**src/rtl/draw_sprite.sv**
```systemverilog
// Sprite blitter: copies one SPR_DIM x SPR_DIM sprite from the image ROM into the
// linear frame buffer, skipping transparent pixels and pixels beyond the buffer end.
module draw_sprite #(
  parameter int               SPR_DIM     = 16,
  parameter int               SCREEN_W    = 320,
  parameter int               FB_DEPTH    = 76800,
  parameter int               PIX_W       = 8,
  parameter logic [PIX_W-1:0] TRANSPARENT = '0
) (
  input  logic             clk,
  input  logic             rst_n,
  input  logic             draw_sprite_start,
  input  logic [7:0]       draw_sprite_image,
  input  logic [16:0]      draw_sprite_coordinates,
  output logic             draw_sprite_rdy,
  output logic             draw_done,
  output logic [15:0]      rom_addr,
  input  logic [PIX_W-1:0] rom_rdata,
  output logic             fb_we,
  output logic [16:0]      fb_addr,
  output logic [PIX_W-1:0] fb_data,
  input  logic             fb_busy
);
  localparam int CW = $clog2(SPR_DIM);

  typedef enum logic [1:0] {IDLE, FETCH, WRITE} state_t;

  state_t          state, state_nxt;
  logic [7:0]      image;
  logic [CW-1:0]   row, col;
  logic [17:0]     row_base, pa;
  logic            need_write, retire, last, col_end;

  // 18-bit sum so a sprite hanging off the bottom of the buffer still compares correctly
  assign pa         = row_base + 18'(col);
  assign need_write = (rom_rdata != TRANSPARENT) && (pa < 18'(FB_DEPTH));
  assign col_end    = (col == CW'(SPR_DIM - 1));
  assign last       = col_end && (row == CW'(SPR_DIM - 1));
  assign rom_addr   = {image, row, col};

  always_ff @(posedge clk or negedge rst_n) begin
    if (!rst_n) state <= IDLE;
    else        state <= state_nxt;
  end

  always_comb begin
    state_nxt       = state;
    draw_sprite_rdy = 1'b0;
    draw_done       = 1'b0;
    fb_we           = 1'b0;
    fb_addr         = '0;
    fb_data         = '0;
    retire          = 1'b0;
    case (state)
      IDLE: begin
        draw_sprite_rdy = 1'b1;
        if (draw_sprite_start) state_nxt = FETCH;
      end
      FETCH: state_nxt = WRITE;
      WRITE: begin
        fb_addr = pa[16:0];
        fb_data = rom_rdata;
        fb_we   = need_write && !fb_busy;
        // a blocked opaque pixel holds everything and retries next cycle
        retire  = !(need_write && fb_busy);
        if (retire) begin
          draw_done = last;
          state_nxt = last ? IDLE : FETCH;
        end
      end
      default: state_nxt = IDLE;
    endcase
  end

  always_ff @(posedge clk or negedge rst_n) begin
    if (!rst_n) begin
      image    <= '0;
      row      <= '0;
      col      <= '0;
      row_base <= '0;
    end else if (state == IDLE && draw_sprite_start) begin
      image    <= draw_sprite_image;
      row      <= '0;
      col      <= '0;
      row_base <= {1'b0, draw_sprite_coordinates};
    end else if (retire) begin
      if (col_end) begin
        col      <= '0;
        row      <= row + CW'(1);
        row_base <= row_base + 18'(SCREEN_W);
      end else begin
        col      <= col + CW'(1);
      end
    end
  end
endmodule
```
**config.mk**
```make
export PLATFORM = sky130hd
export DESIGN_NAME = draw_sprite
export DESIGN_NICKNAME = d
export VERILOG_FILES = /design/src/rtl/draw_sprite.sv
export SDC_FILE = /design/constraint.sdc
export NUM_CORES = 1
export LEC_CHECK = 0
export ABC_AREA = 1
export CAP_MARGIN = 5
export CORE_UTILIZATION = 40
export CTS_CLUSTER_DIAMETER = 150
export DETAILED_ROUTE_END_ITERATION = 10
export GPL_ROUTABILITY_DRIVEN = 0
export PLACE_DENSITY_LB_ADDON = 0.1
export SLEW_MARGIN = 20
export SYNTH_ARGS = -nofsm -noshare
export SYNTH_HDL_FRONTEND = slang
export SYNTH_SLANG_ARGS = --single-unit
```
**constraint.sdc**
```tcl
create_clock -name clk -period 4.8 [get_ports clk]
set_input_delay 1.2 -clock clk [delete_from_list [all_inputs] [get_ports clk]]
set_output_delay 1.2 -clock clk [all_outputs]
set_load 0.02 [all_outputs]
```
* Yosys cells after proc, flatten, opt, wreduce, memory -nomap -nowiden
Cells that the tools add are included.
** Operators by class
- Add/sub/neg operators :: 4
- Magnitude comparators :: 1
- Equal/unequal tests :: 6
- Multiplexer cells :: 20
- Reductions and logical operators :: 13
** Operators with widths (number)
- 2-to-1 mux 18 bit :: 3
- 2-to-1 mux 4 bit :: 6
- adder 18 x 4 -> 18 bit :: 1
- adder 18 x 9 -> 18 bit, second input constant :: 1
- < comparator 18 x 17 -> 1 bit, second input constant :: 1
- 2-to-1 mux 17 bit :: 1
- adder 4 x 1 -> 4 bit, second input constant :: 2
- equality test 4 bit, second input constant :: 2
- 2-to-1 mux 8 bit :: 1
- nonzero test 8 bit :: 1
- 2-to-1 mux 1 bit :: 6
- case mux 2 bit (3 select lines) :: 1
- logical AND 1 bit :: 5
- 2-to-1 mux 2 bit :: 2
- inequality test 2 bit, second input constant :: 2
- AND reduction 2 bit :: 2
- nonzero test 2 bit :: 2
- equality test 2 x 1 -> 1 bit, second input constant :: 1
- equality test 2 bit, second input constant :: 1
- zero test 1 bit :: 2
- zero test 2 bit :: 1
** Storage, ports and cells
- Register bits after elaboration :: 36
- Input port bits :: 37
- Logic and storage cells :: 49

* Depth between registers and ports, before layout
- Word-level depth :: 8
- Mapped depth :: 20
- Gate-level depth less buffers :: 19

* Worst setup path before layout
OpenSTA, ideal clock, no wires.
- Kind :: reg2out
- Start :: reg col[0]
- End :: out draw_done
- Arrival time :: 2.419 ns
- Data required time :: 3.600 ns
- Slack :: 1.181 ns
- Cell stages (with the launch flop) :: 17
- Buffers on the path :: 0
- Path through :: dfrtp_1 > ha_1 > inv_1 > fa_1 > inv_1 > nand2_1 > nand2_1 > nand2_1 > nor2_2 > nand3_1 > nand2_2 > nand3_1 > nor2_1 > nand3_2 > nand3_2 > nand2_2 > nor2_1
** On the way
- Longest elaborated chain between the ends :: 6
- Elaborated cells between the ends (all ways) :: 8
- Classes of those cells :: add/sub: 1; order compare: 1; eq/ne: 1; mux: 2; reduce/logical: 3
** RTL lines
- start: declaration :: line 30 : logic [CW-1:0] row, col;
- start signal: assignment :: line 92 : col <= col + CW'(1);
- adder 18 x 4 -> 18 bit :: line 35 : assign pa = row_base + 18'(col);
- < comparator 18 x 17 -> 1 bit :: line 36 : assign need_write = (rom_rdata != TRANSPARENT) && (pa < 18'(FB_DEPTH));
- logical AND 1 bit :: line 36
- logical AND 1 bit :: line 65 : retire = !(need_write && fb_busy);
- 2-to-1 mux 1 bit (*) :: line 66 : if (retire) begin
- 2-to-1 mux 1 bit (*) :: line 54 : case (state)
- end: declaration :: line 16 : output logic draw_done,
Mark *: on every way between the ends. The rest lies on a longest branch, timed or not.

* Worst setup path after layout
Ends and elaborated chain as after synthesis.

==> flow_summary.yaml <==
pwr:
  clkPwrFrac_pct: 12.3
  powerDensity_nw_per_um2: 538.6
  power.static_leakage_nw: 1.737
  power.share.sequential_pct: 30.3
  p_sw_mw: 0.9351
  ir_worst_vdd_mv: 0.3341
  share_comb_of_total_power_pct: 57.4
  switching_share_pct: 48.27
  p_int_mw: 1.002
  total_power_mw: 1.937
floorplanning:
  die_area_sq_um: 7025
  rows: 29
  start_util_pct: 41.69
  ioPinCount: 81
  dieWidth_microns: 83.82
  die_h_microns: 83.82
  core_sq_um: 6422
global_routing:
  gr-usage-met1_pct: 29.06
  grt_max_degree: 37
  grt_pass1_vias: 2703
  grt_pass1_wl_microns: 12420
  busiest_layer: "met2"
  grt_util_met3_pct: 3.759
  grt_util_met2_pct: 36.89
  overflow: 0
  grt_use_total_pct: 21.84
  antenna_found_initial: 0
detailed_routing:
  drc: 13
  drt_pass1_iterations: 7
  drtIter0Drc: 129
  vias: 2873
  wl_per_cell_microns: 12.66
  via_per_inst: 5.067
  postRouteWirelength_microns: 7176
  antenna_left: 0
cts:
  cts-resized-gates: 0
  cts_htree_levels: 2
  holdBufCountCts: 0
  cts_inserted_buffers: 5
  clkSinkCount: 36
  path_clk_slew_ns: 0.07
  cts_max_path_buffers: 2
  cts_tree: "done"
  clk_latency_ns: 0.29
  postCtsSetupBuffers: 0
  cts_root_buf: "clkbuf_8"
worst_setup_path:
  worstSetupPathType: "register to primary output"
  worstSetupEndpointType: "primary output"
  r2r_slack_ns: 1.81
  crit_fanout: 6
  cp.required_ns: 3.60
  reg2regPathDepth: 19
  crit_start: "col[0]$_DFFE_PN0P_"
  r2r-start: "col[0]$_DFFE_PN0P_"
  r2r_end: "row_base[10]$_DFFE_PN0P_"
  critPathLaunchType: "register"
  crit_arrival_ns: 3.29
sta:
  tightest_slew_ns: 0.9217
  finalHoldViolations: 0
  setup-violations-final: 0
  finalCritPeriodShare_pct: 93.52
  rsz0062_at_grt: "no"
  setup_tns_ns: 0
  slew_violations: 0
  fin_ws_ns: 0.3109
  max_freq_mhz: 222.8
  skew_ns: 0.004021
  fin_crit_ns: 4.489
  relSlewSlack_pct: 38.17
run_status:
  outcome: "complete, but fails checks"
  violations: "design-rule violations"
synth:
  synth_async_sr_flop_share_pct: 100.0
  ys_seq_area_share_pct: 33.64
  syn_inst: 416
  syn_area_per_cell_sq_um: 6.436
  synth_fa_ha_area_share_pct: 4.019
  synth_compound_area_share_pct: 8.738
  netlist_area_sq_um: 2678
  synth_ff_type: "dfrtp_1"
  ys_ff_latch: 36
  synth_cell_types: 34
  yosys_warnings: 0
  synth_top_family_by_area: "simple AND/OR/NAND/NOR gates"
  synth_edf_count: 0
  synth_simple_gate_area_share_pct: 42.06
  synth-xor-area-share_pct: 1.963
  synth_nets: 461
  synth_mux_area_share_pct: 0
placed_design:
  hpwl_microns: 5335
  dp_slack_ns: 0.4571
  io_buffers: 80
layout:
  multi_input_area_sq_um: 1520
  area_delta_synth_final_pct: 34.35
  drive_above_1_share_pct: 5.918
  finalNetCount: 535
  antenna_cells: 0
  num-fill-cells: 646
  register_area_sq_um: 900.9
  final_common_cell: "nand2_1"
  final_cell_mix: "nand2_1, clkdlybuf4s50_1, nor2_1"
hold_path:
  hp-start: "image[6]$_DFFE_PN0P_"
  hold_class: "register to register"
  hold-path-endpoint: "image[6]$_DFFE_PN0P_"
  hold_depth: 2
job:
  drv_cap: 0
-- through the flow --
step | std cells | hold slack [ns] | cell area [sq um] | util (%)
finish | 567 | 0.4817 | 3597 | 56.01
global route | 567 | 0.5104 | 3597 | 56.01
global placement | 560 | 0.4643 | 3501 | 54.51
detailed placement | 560 | 0.4644 | 3501 | 54.51
CTS | 567 | 0.4848 | 3597 | 56.01
floorplan | 416 | 0.4528 | 2678 | -
-- synthesized netlist by cell type (3+ instances only) --
library cell | number | area (sq um)
nor2_1 | 49 | 183.9
nand2_2 | 6 | 37.54
nor2_2 | 4 | 25.02
nor3_1 | 3 | 15.01
clkbuf_1 | 8 | 30.03
inv_1 | 42 | 157.7
xor2_1 | 6 | 52.55
nand2_1 | 147 | 551.8
clkinv_1 | 3 | 11.26
o21ai_0 | 18 | 90.09
nand4_1 | 5 | 31.28
dfrtp_1 | 36 | 900.9
a21oi_1 | 13 | 65.06
nand3_1 | 39 | 195.2
buf_4 | 4 | 30.03
inv_2 | 3 | 11.26
ha_1 | 7 | 87.58
-- area by class of cell --
class / instances / area share, %
Multi-Input combinational cell: 318 / 42.26
Sequential cell: 36 / 25.04
Timing Repair Buffer: 81 / 22.33
Inverter: 48 / 5.009
Clock buffer: 7 / 2.678
Tap cell: 77 / 2.678
-- how the worst max path moves through the flow --
stage / end / slack (ns)
finish: draw_done / 0.31
global route: draw_done / 0.03
CTS: draw_done / 0.29
detailed placement: draw_done / 0.46
global placement: draw_done / 0.41
floorplan: draw_done / 1.18
-- critical path, cell delays in order, from the launching register on --
cell             delay (ns)
dfrtp_1                0.45
ha_1                   0.21
inv_1                  0.05
fa_1                   0.37
inv_1                  0.14
nand2_1                0.07
nand2_1                0.08
nand2_1                0.09
nor2_2                 0.13
nand3_1                0.12
nand2_2                0.12
nand3_1                0.07
nor2_1                 0.11
nand3_2                0.10
nand3_2                0.08
nand2_2                0.07
nor2_1                 0.11
clkdlybuf4s50_1        0.61
-- state kept, by name (all words and copies together), names as in the netlist --
signal    cells
row           4
state         2
col           4
row_base     18
image         8
-- power by group through the flow --
stage	Combinational [mW]	Clock (mW)	Sequential (mW)
after floorplan	0.689	0	0.600
after global placement	1.10	0	0.588
after detailed placement	1.11	0	0.589
after CTS	1.12	0.244	0.586
after global routing	1.25	0.257	0.610
final	1.11	0.237	0.588
-- cell families after synthesis --
group / count (synthesis)
flip-flops: 36
buffers and inverters: 62
AND/OR/NAND/NOR: 263
XOR/XNOR: 6
adder cells (fa/ha/maj): 8
AO/OA/AOI/OAI: 41
-- metal layers --
layer	wire length, microns	vias to the layer above
met4	73	0
met3	427	8
met5	0	-
li1	-	1458
met2	3358	81
met1	3317	1326
(Power assumes the default switching activity.)
